### config.mk
export PLATFORM = sky130hd
export DESIGN_NAME = game_ctrl
export DESIGN_NICKNAME = d
export VERILOG_FILES = /design/src/rtl/game_ctrl.sv
export SDC_FILE = /design/constraint.sdc
export NUM_CORES = 1
export LEC_CHECK = 0
export CAP_MARGIN = 20
export CORE_AREA = 3 3 75 77
export CTS_CLUSTER_DIAMETER = 100
export DETAILED_ROUTE_END_ITERATION = 8
export DIE_AREA = 0 0 78 80
export PLACE_DENSITY_LB_ADDON = 0.25
export SETUP_SLACK_MARGIN = 0.1
export SYNTH_ARGS = -nofsm -noshare
export SYNTH_HDL_FRONTEND = slang
export SYNTH_SLANG_ARGS = --single-unit
### constraint.sdc
create_clock -name clk -period 7.3 [get_ports clk]
set_clock_uncertainty 0.2 [all_clocks]
set_input_delay 0.73 -clock clk [delete_from_list [all_inputs] [get_ports clk]]
set_output_delay 0.73 -clock clk [all_outputs]
set_load 0.03 [all_outputs]
### src/rtl/game_ctrl.sv
// game_ctrl: grid-runner sequencing controller.
// Turns button levels into rate-limited move pulses and runs the game FSM.
module game_ctrl #(
   parameter int MOVE_GAP     = 2,
   parameter int DEATH_CYCLES = 4,
   parameter int LEVEL_CYCLES = 4,
   parameter int START_LIVES  = 3
) (
   input  logic        clk,
   input  logic        rst_n,
   input  logic        btn_up,
   input  logic        btn_left,
   input  logic        btn_right,
   input  logic        btn_down,
   input  logic        btn_start,
   input  logic        pause_sw,
   input  logic        hit,
   input  logic [9:0]  level_in,
   output logic        mv_up,
   output logic        mv_left,
   output logic        mv_right,
   output logic        mv_down,
   output logic        player_pause,
   output logic        player_reset,
   output logic [1:0]  lives,
   output logic [15:0] score,
   output logic [2:0]  state
);

   localparam int TMAX = (DEATH_CYCLES > LEVEL_CYCLES) ?
                         DEATH_CYCLES : LEVEL_CYCLES;
   localparam int TW = $clog2(TMAX + 1);
   localparam int CW = $clog2(MOVE_GAP + 1);

   typedef enum logic [2:0] {
      ST_TITLE   = 3'd0,
      ST_PLAY    = 3'd1,
      ST_PAUSED  = 3'd2,
      ST_DYING   = 3'd3,
      ST_LEVELUP = 3'd4,
      ST_OVER    = 3'd5
   } state_e;

   // direction bit order: 0 up, 1 down, 2 left, 3 right (priority order)
   state_e        state_q, state_d;
   logic [3:0]    dir_prev_q, dir_prev_d;
   logic          start_prev_q, start_prev_d;
   logic [3:0]    pend_q, pend_d;
   logic [CW-1:0] cool_q, cool_d;
   logic [TW-1:0] timer_q, timer_d;
   logic [1:0]    lives_q, lives_d;
   logic [15:0]   score_q, score_d;
   logic [9:0]    last_level_q, last_level_d;
   logic [3:0]    mv_q, mv_d;
   logic          preset_q, preset_d;

   logic [3:0]    dir_now;
   logic [3:0]    dir_edge;
   logic [3:0]    req;
   logic          start_edge;
   logic [16:0]   sum_lvl;
   logic [16:0]   sum_mv;

   // state register and all bookkeeping flops
   always_ff @(posedge clk or negedge rst_n) begin
      if (!rst_n) begin
         state_q      <= ST_TITLE;
         dir_prev_q   <= '0;
         start_prev_q <= 1'b0;
         pend_q       <= '0;
         cool_q       <= '0;
         timer_q      <= '0;
         lives_q      <= 2'(START_LIVES);
         score_q      <= '0;
         last_level_q <= 10'd1;
         mv_q         <= '0;
         preset_q     <= 1'b0;
      end else begin
         state_q      <= state_d;
         dir_prev_q   <= dir_prev_d;
         start_prev_q <= start_prev_d;
         pend_q       <= pend_d;
         cool_q       <= cool_d;
         timer_q      <= timer_d;
         lives_q      <= lives_d;
         score_q      <= score_d;
         last_level_q <= last_level_d;
         mv_q         <= mv_d;
         preset_q     <= preset_d;
      end
   end

   // next-state, arbitration, timers, lives and score
   always_comb begin
      dir_now      = {btn_right, btn_left, btn_down, btn_up};
      dir_edge     = dir_now & ~dir_prev_q;
      start_edge   = btn_start & ~start_prev_q;
      req          = pend_q | dir_edge;
      sum_lvl      = {1'b0, score_q} + 17'd100;
      sum_mv       = {1'b0, score_q} + 17'd1;
      state_d      = state_q;
      dir_prev_d   = dir_now;
      start_prev_d = btn_start;
      pend_d       = '0;
      cool_d       = (cool_q != '0) ? cool_q - CW'(1) : cool_q;
      timer_d      = timer_q;
      lives_d      = lives_q;
      score_d      = score_q;
      last_level_d = last_level_q;
      mv_d         = '0;
      preset_d     = 1'b0;
      case (state_q)
         ST_TITLE: begin
            if (start_edge) begin
               state_d      = ST_PLAY;
               preset_d     = 1'b1;
               lives_d      = 2'(START_LIVES);
               score_d      = '0;
               last_level_d = level_in;
            end
         end
         ST_PLAY: begin
            if (hit) begin
               state_d      = ST_DYING;
               timer_d      = TW'(DEATH_CYCLES - 1);
               lives_d      = (lives_q != 2'd0) ? lives_q - 2'd1 : 2'd0;
               last_level_d = level_in;
            end else if (level_in != last_level_q) begin
               state_d      = ST_LEVELUP;
               timer_d      = TW'(LEVEL_CYCLES - 1);
               last_level_d = level_in;
               score_d      = sum_lvl[16] ? 16'hFFFF : sum_lvl[15:0];
            end else if (pause_sw) begin
               state_d = ST_PAUSED;
            end else begin
               pend_d = req;
               if (cool_q == '0 && req != '0) begin
                  cool_d = CW'(MOVE_GAP - 1);
                  if (req[0]) begin
                     mv_d[0]   = 1'b1;
                     pend_d[0] = 1'b0;
                  end else if (req[1]) begin
                     mv_d[1]   = 1'b1;
                     pend_d[1] = 1'b0;
                  end else if (req[2]) begin
                     mv_d[2]   = 1'b1;
                     pend_d[2] = 1'b0;
                  end else begin
                     mv_d[3]   = 1'b1;
                     pend_d[3] = 1'b0;
                     score_d   = sum_mv[16] ? 16'hFFFF : sum_mv[15:0];
                  end
               end
            end
         end
         ST_PAUSED: begin
            if (!pause_sw) state_d = ST_PLAY;
         end
         ST_DYING: begin
            if (timer_q == '0) begin
               if (lives_q == 2'd0) begin
                  state_d = ST_OVER;
               end else begin
                  state_d  = ST_PLAY;
                  preset_d = 1'b1;
               end
            end else begin
               timer_d = timer_q - TW'(1);
            end
         end
         ST_LEVELUP: begin
            if (timer_q == '0) state_d = ST_PLAY;
            else               timer_d = timer_q - TW'(1);
         end
         ST_OVER: begin
            if (start_edge) state_d = ST_TITLE;
         end
         default: state_d = ST_TITLE;
      endcase
   end

   assign mv_up        = mv_q[0];
   assign mv_down      = mv_q[1];
   assign mv_left      = mv_q[2];
   assign mv_right     = mv_q[3];
   assign player_pause = (state_q != ST_PLAY);
   assign player_reset = preset_q;
   assign lives        = lives_q;
   assign score        = score_q;
   assign state        = state_q;

endmodule

Word-level counts from Yosys, hierarchy flattened
Cells that the tools add are included.

Register bits: 50. Word-level logic and storage cells: 121. Output and inout bits: 27.

Reductions and logical operators: 16. Mux-type cells: 62. Add/subtract/negate cells: 5. Equal/unequal tests: 22. Bitwise gates (word level): 5.

Operator list (number): 2-to-1 mux 16 bit (10); 2-to-1 mux 3 bit (14); 2-to-1 mux 4 bit (10); case mux 16 bit (2 select lines) (1); 2-to-1 mux 10 bit (3); 2-to-1 mux 2 bit (11); case mux 10 bit (2 select lines) (1); inequality test 3 bit (second input constant) (6); case mux 3 bit (6 select lines) (1); adder 16 x 1 -> 17 bit (second input constant) (1); adder 16 x 7 -> 17 bit (second input constant) (1); inequality test 2 bit (second input constant) (8); inequality test 10 bit (1); AND reduction 3 bit (3); 2-to-1 mux 1 bit (8); AND reduction 8 bit (1); nonzero test 2 bit (4); equality test 3 x 2 -> 1 bit (second input constant) (2); equality test 3 bit (second input constant) (2); zero test 3 bit (2); case mux 3 bit (2 select lines) (1); AND reduction 6 bit (1); AND 4 bit (1); zero test 2 bit (2); 14 further kinds (15).

Longest topological paths before layout
Gate-level depths: netlist (run 1).

Depth in word-level cells: 11. Mapped depth: 8. Gate-level depth less buffers: 7.

Least setup slack after synthesis (run 1)
No wires, ideal clock.

Path type: input to register. Start point: input port btn_up. End point: register score_q[1], in the netlist score[1]. Path slack: 4.593 ns. Cell stages on the path: 6. Arrival time: 2.385 ns. Setup time: 0.122 ns. Cells stage by stage: nor2b_1 -> or4_4 -> or4_4 -> a31oi_4 -> o21ai_0 -> o2bb2ai_1.

Word-level cells in the longest chain between the ends: 6.

Ends and longest elaborated chain: start, declared (line 11) `input logic btn_up,`; AND 4 bit * (line 96) `dir_edge = dir_now & ~dir_prev_q;`; bitwise OR 4 bit * (line 98) `req = pend_q | dir_edge;`; nonzero test 4 bit (line 137) `if (cool_q == '0 && req != '0) begin`; logical AND 1 bit (line 137); inequality test 3 bit (no source line); AND reduction 8 bit (no source line) *; end signal, assigned (line 86) `score_q <= score_d;`; end, declared (line 52) `logic [15:0] score_q, score_d;`.

Every way passes the cells marked *; elsewhere a longest branch is shown, timed or not. A chain may end at the register's enable or synchronous reset.

Worst setup path in the final report (run 1)
Start point: register state_q[2], in the netlist state[2]. End point: output port player_pause.

Word-level cells in the longest chain between the ends: 1.

Ends and longest elaborated chain: start, declared (line 45) `state_e state_q, state_d;`; start signal, assigned (line 79) `state_q <= state_d;`; inequality test 3 x 1 -> 1 bit (line 186) `assign player_pause = (state_q != ST_PLAY);`; end, declared (line 23) `output logic player_pause,`.

Every way passes these cells.

==> results of run 1 <==
==> cell families (layout without fill, tap and decap cells) <==
logic type,after synthesis,count (layout)
AO/OA/AOI/OAI,88,88
XOR/XNOR,17,17
AND/OR/NAND/NOR,112,112
multiplexers,10,10
adder cells (fa/ha/maj),4,4
flip-flops,50,50
buffers and inverters,24,66
==> sequential cells by signal (all words and copies together) (netlist names) <==
| name | cells |
|---|---|
| pend_q | 4 |
| dir_prev_q | 4 |
| cool_q | 2 |
| score | 16 |
| last_level_q | 10 |
| mv_q | 4 |
| start_prev_q | 1 |
| timer_q | 3 |
| state | 3 |
| lives | 2 |
| player_reset | 1 |
==> layout make-up <==
type	instances	share of cell area, %
Clock buffer	7	2.74
Inverter	11	1.18
Multi-Input combinational cell	231	44.2
Sequential cell	50	35.7
Timing Repair Buffer	47	13.5
Tap cell	70	2.49
Clock inverter	1	0.249
==> power by group <==
| part | switching, mW | internal [mW] |
|---|---|---|
| Sequential | 0.100 | 0.359 |
| Combinational | 0.325 | 0.259 |
| Clock | 0.0935 | 0.0870 |
==> worst max-delay path by stage <==
stage / startpoint / endpoint / slack [ns] / depth (start not counted)
final: state[2] / player_pause / 3.68 / 3
after global routing: state[2] / player_pause / 3.59 / 3
after CTS: state[2] / player_pause / 3.72 / 3
after detailed placement: level_in[0] / score[2] / 3.80 / 7
after global placement: level_in[5] / score[2] / 3.90 / 7
after floorplan: btn_up / score[1] / 4.59 / 6
==> placed cells by master (no fill, tap or decap), drive strengths merged, types with 10 or more instances in the layout <==
cell           instances
xnor2                 14
o21ai                 24
a21oi                 14
dfrtp                 47
clkdlybuf4s50         44
nand3                 14
nor2                  25
nand2                 14
nor3                  14
mux2                  10
inv                   11
==> worst max-delay path: stages (launching register included) <==
cell,delay [ns]
dfrtp_1,0.50
nor3_2,0.93
inv_2,0.27
clkdlybuf4s50_1,0.68
==> layer usage <==
metal / up-vias / track usage, % / routed length [microns]
li1: 1220 / - / -
met1: 1226 / 30.3 / 3000
met2: 111 / 37.8 / 3310
met3: 15 / 3.95 / 462
met4: 0 / 8.22 / 123
met5: - / 0 / 0
==> impl_metrics.py, run 1 <==
metrics = {
    "status": {
        "status": "finished clean",
    },
    "sta": {
        "slew_viol_final": 0,
        "layout_setup_ws_ns": 3.68,
        "timing.hold.ws_ns": 0.174,
        "fin_setup_tns_ns": 0,
        "fmax_mhz": 277,
        "fin_crit_sh_pct": 49.5,
        "relSlewSlack_pct": 25.9,
        "rsz0062_at_grt": "false",
        "fin_crit_ns": 3.62,
        "setup_viol_count_final": 0,
        "tightest_slew_ns": 1.11,
        "finalHoldViolCount": 0,
    },
    "power": {
        "power.density_nw_per_um2": 348,
        "ir_drop_uv": 193,
        "p_leak_nw": 1.36,
        "power_mw": 1.22,
    },
    "clock_network": {
        "ctsHoldBuffers": 0,
        "cts-root-buf": "clkbuf_8",
        "ctsResizeCount": 0,
        "post_cts_buffers": 0,
        "clock_latency_ns": 0.30,
        "clk_pin_slew_ns": 0.09,
        "clockBufferDepth": 2,
        "clock_sinks": 50,
        "h-tree-depth": 2,
        "cts_tree": "yes",
        "numCtsBuffers": 5,
    },
    "global_route": {
        "grt_max_degree": 51,
        "grt_antenna_before_repair": 0,
        "grt_pass1_vias": 2470,
        "overflow": 0,
        "grt_use_total_pct": 22.9,
        "grt_pass1_wl_microns": 11500,
    },
    "layout": {
        "register_area_sq_um": 1250,
        "stdcell_area_sq_um": 3510,
        "finalNonFillerCells": 417,
        "num-fill-cells": 420,
        "drive_gt1_share_pct": 11.8,
        "area_growth_pct": 20.9,
        "nets": 369,
        "diodes": 0,
        "final_util_pct": 69.2,
        "multiInputGateArea_sq_um": 1550,
    },
    "synthesis": {
        "synth_fp_nets": 328,
        "synth_compound_area_share_pct": 21.1,
        "synth_top_area_share_pct": 40.5,
        "synth.ff_latch_count": 50,
        "post-synth-top-count-cell": "dfrtp_1",
        "ys_async_sr_fraction_pct": 100,
        "yosysTopAreaCell": "dfrtp_1",
        "synthMuxAreaShare_pct": 3.88,
        "synthTopCellsByArea": "dfrtp_1, xnor2_1, mux2_2, nor2_1, o21ai_0",
        "syn_area_sq_um": 2910,
        "synthCells": 305,
        "postSynthAreaPerCell_sq_um": 9.53,
        "yosys.area_share.simple_pct": 21.4,
        "synth_common_cells": "dfrtp_1, nor2_1, o21ai_0",
        "synth_ff_type": "dfrtp_1",
        "synth_xor_area_share_pct": 5.12,
        "synth-warning-count": 0,
        "synth_top_family_by_area": "simple AND/OR/NAND/NOR gates",
        "synth_edf_count": 0,
        "synth_cell_type_count": 61,
        "synthAdderAreaFrac_pct": 1.72,
        "synth_seq_area_share_pct": 43.2,
    },
    "die": {
        "ios": 46,
        "row_count": 26,
        "die_y_microns": 80,
        "coreArea_sq_um": 5070,
        "start_util_pct": 57.2,
        "dieWidth_microns": 78,
        "dieArea_sq_um": 6240,
    },
    "run": {
        "maxCapViolCount": 0,
    },
    "setup_path": {
        "cp.required_ns": 6.37,
        "r2r_setup_slack_ns": 4.22,
        "ff2ff_path_depth": 5,
        "r2r_start": "state[2]",
        "cp-end-kind": "primary output",
        "arrival_ns": 2.69,
        "crit_type": "flop to primary output",
        "startpoint_type": "flop",
        "r2r-end": "score[2]",
        "critPathMaxFanout": 15,
    },
    "route": {
        "viasPerCell": 6.17,
        "dr.pass1.iters": 5,
        "vias": 2572,
        "finalWirelength_microns": 6900,
        "drcViolationCount": 0,
        "ant_nets": 0,
        "drt_iter0_drc": 243,
        "avgRoutedWirePerCell_microns": 16.5,
    },
    "placement": {
        "place_area_sq_um": 3390,
        "dp_slack_ns": 3.80,
        "hpwlAfterDp_microns": 4840,
        "io_buffer_count": 45,
        "post-place-cells": 408,
        "gp_congestion": 0.908,
    },
    "worst_hold_path": {
        "hold_path.class": "input port to async pin",
    },
}
Note: power is estimated with default switching activity, not from simulation.
==> run 2, diff against run 1 <==
CORE_AREA = 3 3 82 84   (was 3 3 75 77)
DIE_AREA = 0 0 85 87   (was 0 0 78 80)
clock period = 3.2 ns   (was 7.3 ns; I/O delays follow)
==> run 2 against run 1 <==
Against the previous run:
- core utilization is 9.4 points lower
- cell area is 2.0% higher
- via count is 2.8% higher
- first-iteration DRC count is 3.7% lower
- global-route usage is 2.3 points lower
- largest cell class unchanged
- highest routed layer unchanged
==> impl_metrics.py, run 2 (synthesis results as in run 1) <==
metrics = {
    "setup_path": {
        "path_cells": "clkdlybuf4s50_1, nor2b_1, or4_4, o41ai_1, o21bai_1, a31o_2, a22o_1",
        "r2r_setup_slack_ns": 0.48,
        "cp-end-kind": "flop",
        "max_stage_delay_ns": 0.51,
        "path_buf_inv": 1,
        "cpLargestDelayFamily": "compound AO/OA/AOI/OAI gates",
        "crit_slowest_cell": "o41ai_1",
        "crit_type": "input port to flop",
        "r2r-end": "score[2]",
        "startpoint_type": "input port",
        "arrival_ns": 2.76,
        "ff2ff_path_depth": 5,
        "cp.required_ns": 3.21,
        "critPathMaxFanout": 12,
        "r2r_start": "cool_q[1]",
    },
    "layout": {
        "largest_reg_flops": 16,
        "final_cell_mix": "dfrtp_1, clkdlybuf4s50_1, nor2_1",
        "final_util_pct": 59.8,
        "diodes": 0,
        "final_common_cell": "dfrtp_1",
        "area_growth_pct": 23.3,
        "drive_gt1_share_pct": 13.8,
        "nets": 378,
    },
    "power": {
        "p_leak_nw": 1.40,
        "power_mw": 2.82,
        "power.density_nw_per_um2": 788,
        "ir_drop_uv": 387,
    },
    "sta": {
        "tightest_slew_ns": 0.921,
        "fmax_mhz": 364,
        "rsz0062_at_grt": "false",
        "fin_crit_sh_pct": 85.9,
        "fin_setup_tns_ns": 0,
        "slew_viol_final": 0,
        "fin_crit_ns": 2.75,
        "relSlewSlack_pct": 38.5,
        "setup_viol_count_final": 0,
        "finalHoldViolCount": 0,
    },
    "clock_network": {
        "clock_latency_ns": 0.32,
        "cts_tree": "yes",
        "post_cts_buffers": 0,
        "clk_pin_slew_ns": 0.10,
        "clock_sinks": 50,
        "clockBufferDepth": 2,
        "cts-root-buf": "clkbuf_8",
        "numCtsBuffers": 5,
        "h-tree-depth": 2,
    },
    "die": {
        "coreArea_sq_um": 5990,
        "ios": 46,
        "dieArea_sq_um": 7400,
        "dieWidth_microns": 85,
        "start_util_pct": 48.5,
        "row_count": 28,
        "die_y_microns": 87,
    },
    "worst_hold_path": {
        "hold_path.class": "input port to flop",
        "hold_path_depth": 1,
        "min_from": "btn_start",
        "timing.hold.worst_endpoint": "start_prev_q",
    },
    "route": {
        "viasPerCell": 6.13,
        "drcViolationCount": 0,
        "finalWirelength_microns": 7130,
        "ant_nets": 0,
        "dr.pass1.iters": 6,
        "avgRoutedWirePerCell_microns": 16.5,
        "drt_iter0_drc": 234,
        "vias": 2644,
    },
    "global_route": {
        "grt_pass1_wl_microns": 12400,
        "grt_use_total_pct": 20.6,
        "grt_pass1_vias": 2548,
        "grt_max_degree": 50,
        "overflow": 0,
        "grt_antenna_before_repair": 0,
    },
    "run": {
        "maxCapViolCount": 0,
    },
    "placement": {
        "hpwlAfterDp_microns": 5070,
        "gp_congestion": 0.879,
        "io_buffer_count": 45,
    },
    "status": {
        "status": "finished clean",
    },
}
-- run 2: changes by cell type in the layout (fill, tap and decap cells not counted) --
cell           delta
buf_4             +8
inv_6             +1
dlygate4sd3_1     +1
clkbuf_8          -2
inv_8             +1
-- run 2: final cells by class --
cell class                 instances  area, sq um
clock inverter                     3         28.8
inverter                          11         41.3
multi-input combinational        231         1550
timing repair buffer              56          543
fill                             522         2410
sequential                        50         1250
clock buffer                       5         68.8
tap                               75         93.8
-- run 2: worst reg2reg max path: cells and delay by family, from the launching register on --
family,cells,cell delay (ns)
AO/OA/AOI/OAI,4,1.40
flip-flops,1,0.45
AND/OR/NAND/NOR,1,0.57
-- run 2: stage by stage --
| step | cell area (sq um) | setup WS (ns) | hold slack, ns | std cells |
|---|---|---|---|---|
| 2_1_floorplan | 2910 | 0.713 | -0.176 | 305 |
| 3_3_place_gp | 3450 | 0.203 | 0.264 | 421 |
| 3_5_place_dp | 3450 | 0.155 | 0.266 | 421 |
| 4_1_cts | 3550 | 0.483 | 0.0508 | 429 |
| 5_1_grt | 3580 | 0.362 | 0.240 | 431 |
| 6_report | 3580 | 0.450 | 0.247 | 431 |
-- run 2: power by group --
part	internal [mW]	switching (mW)	leakage (nW)
Clock	0.164	0.239	0.0506
Sequential	0.818	0.221	0.632
Combinational	0.625	0.758	0.714
Total	1.61	1.22	1.40
-- run 2: how the worst max path moves through the flow --
stage,start,to,slack [ns],cells after the start
2_1_floorplan,score[2],score[2],0.71,6
4_1_cts,btn_up,score[2],0.48,7
3_5_place_dp,btn_up,score[2],0.15,7
5_1_grt,btn_up,score[2],0.36,7
3_3_place_gp,btn_up,score[2],0.20,7
6_report,btn_up,score[2],0.45,7
-- run 2: timing repair --
| action | CTS | global route |
|---|---|---|
| resized for setup | 0 | 0 |
| hold buffers | 0 | 1 |
| hold endpoints to repair | 0 | 18 |
-- run 2: routing by layer --
layer / up-vias / routed length, microns / share of wire (%) / GRT usage, %
met5: - / 0 / 0 / 0
met2: 111 / 3310 / 46 / 34.0
met1: 1270 / 3230 / 45 / 27.0
met4: 0 / 140 / 2.0 / 7.19
li1: 1244 / - / - / -
met3: 19 / 446 / 6.3 / 4.07
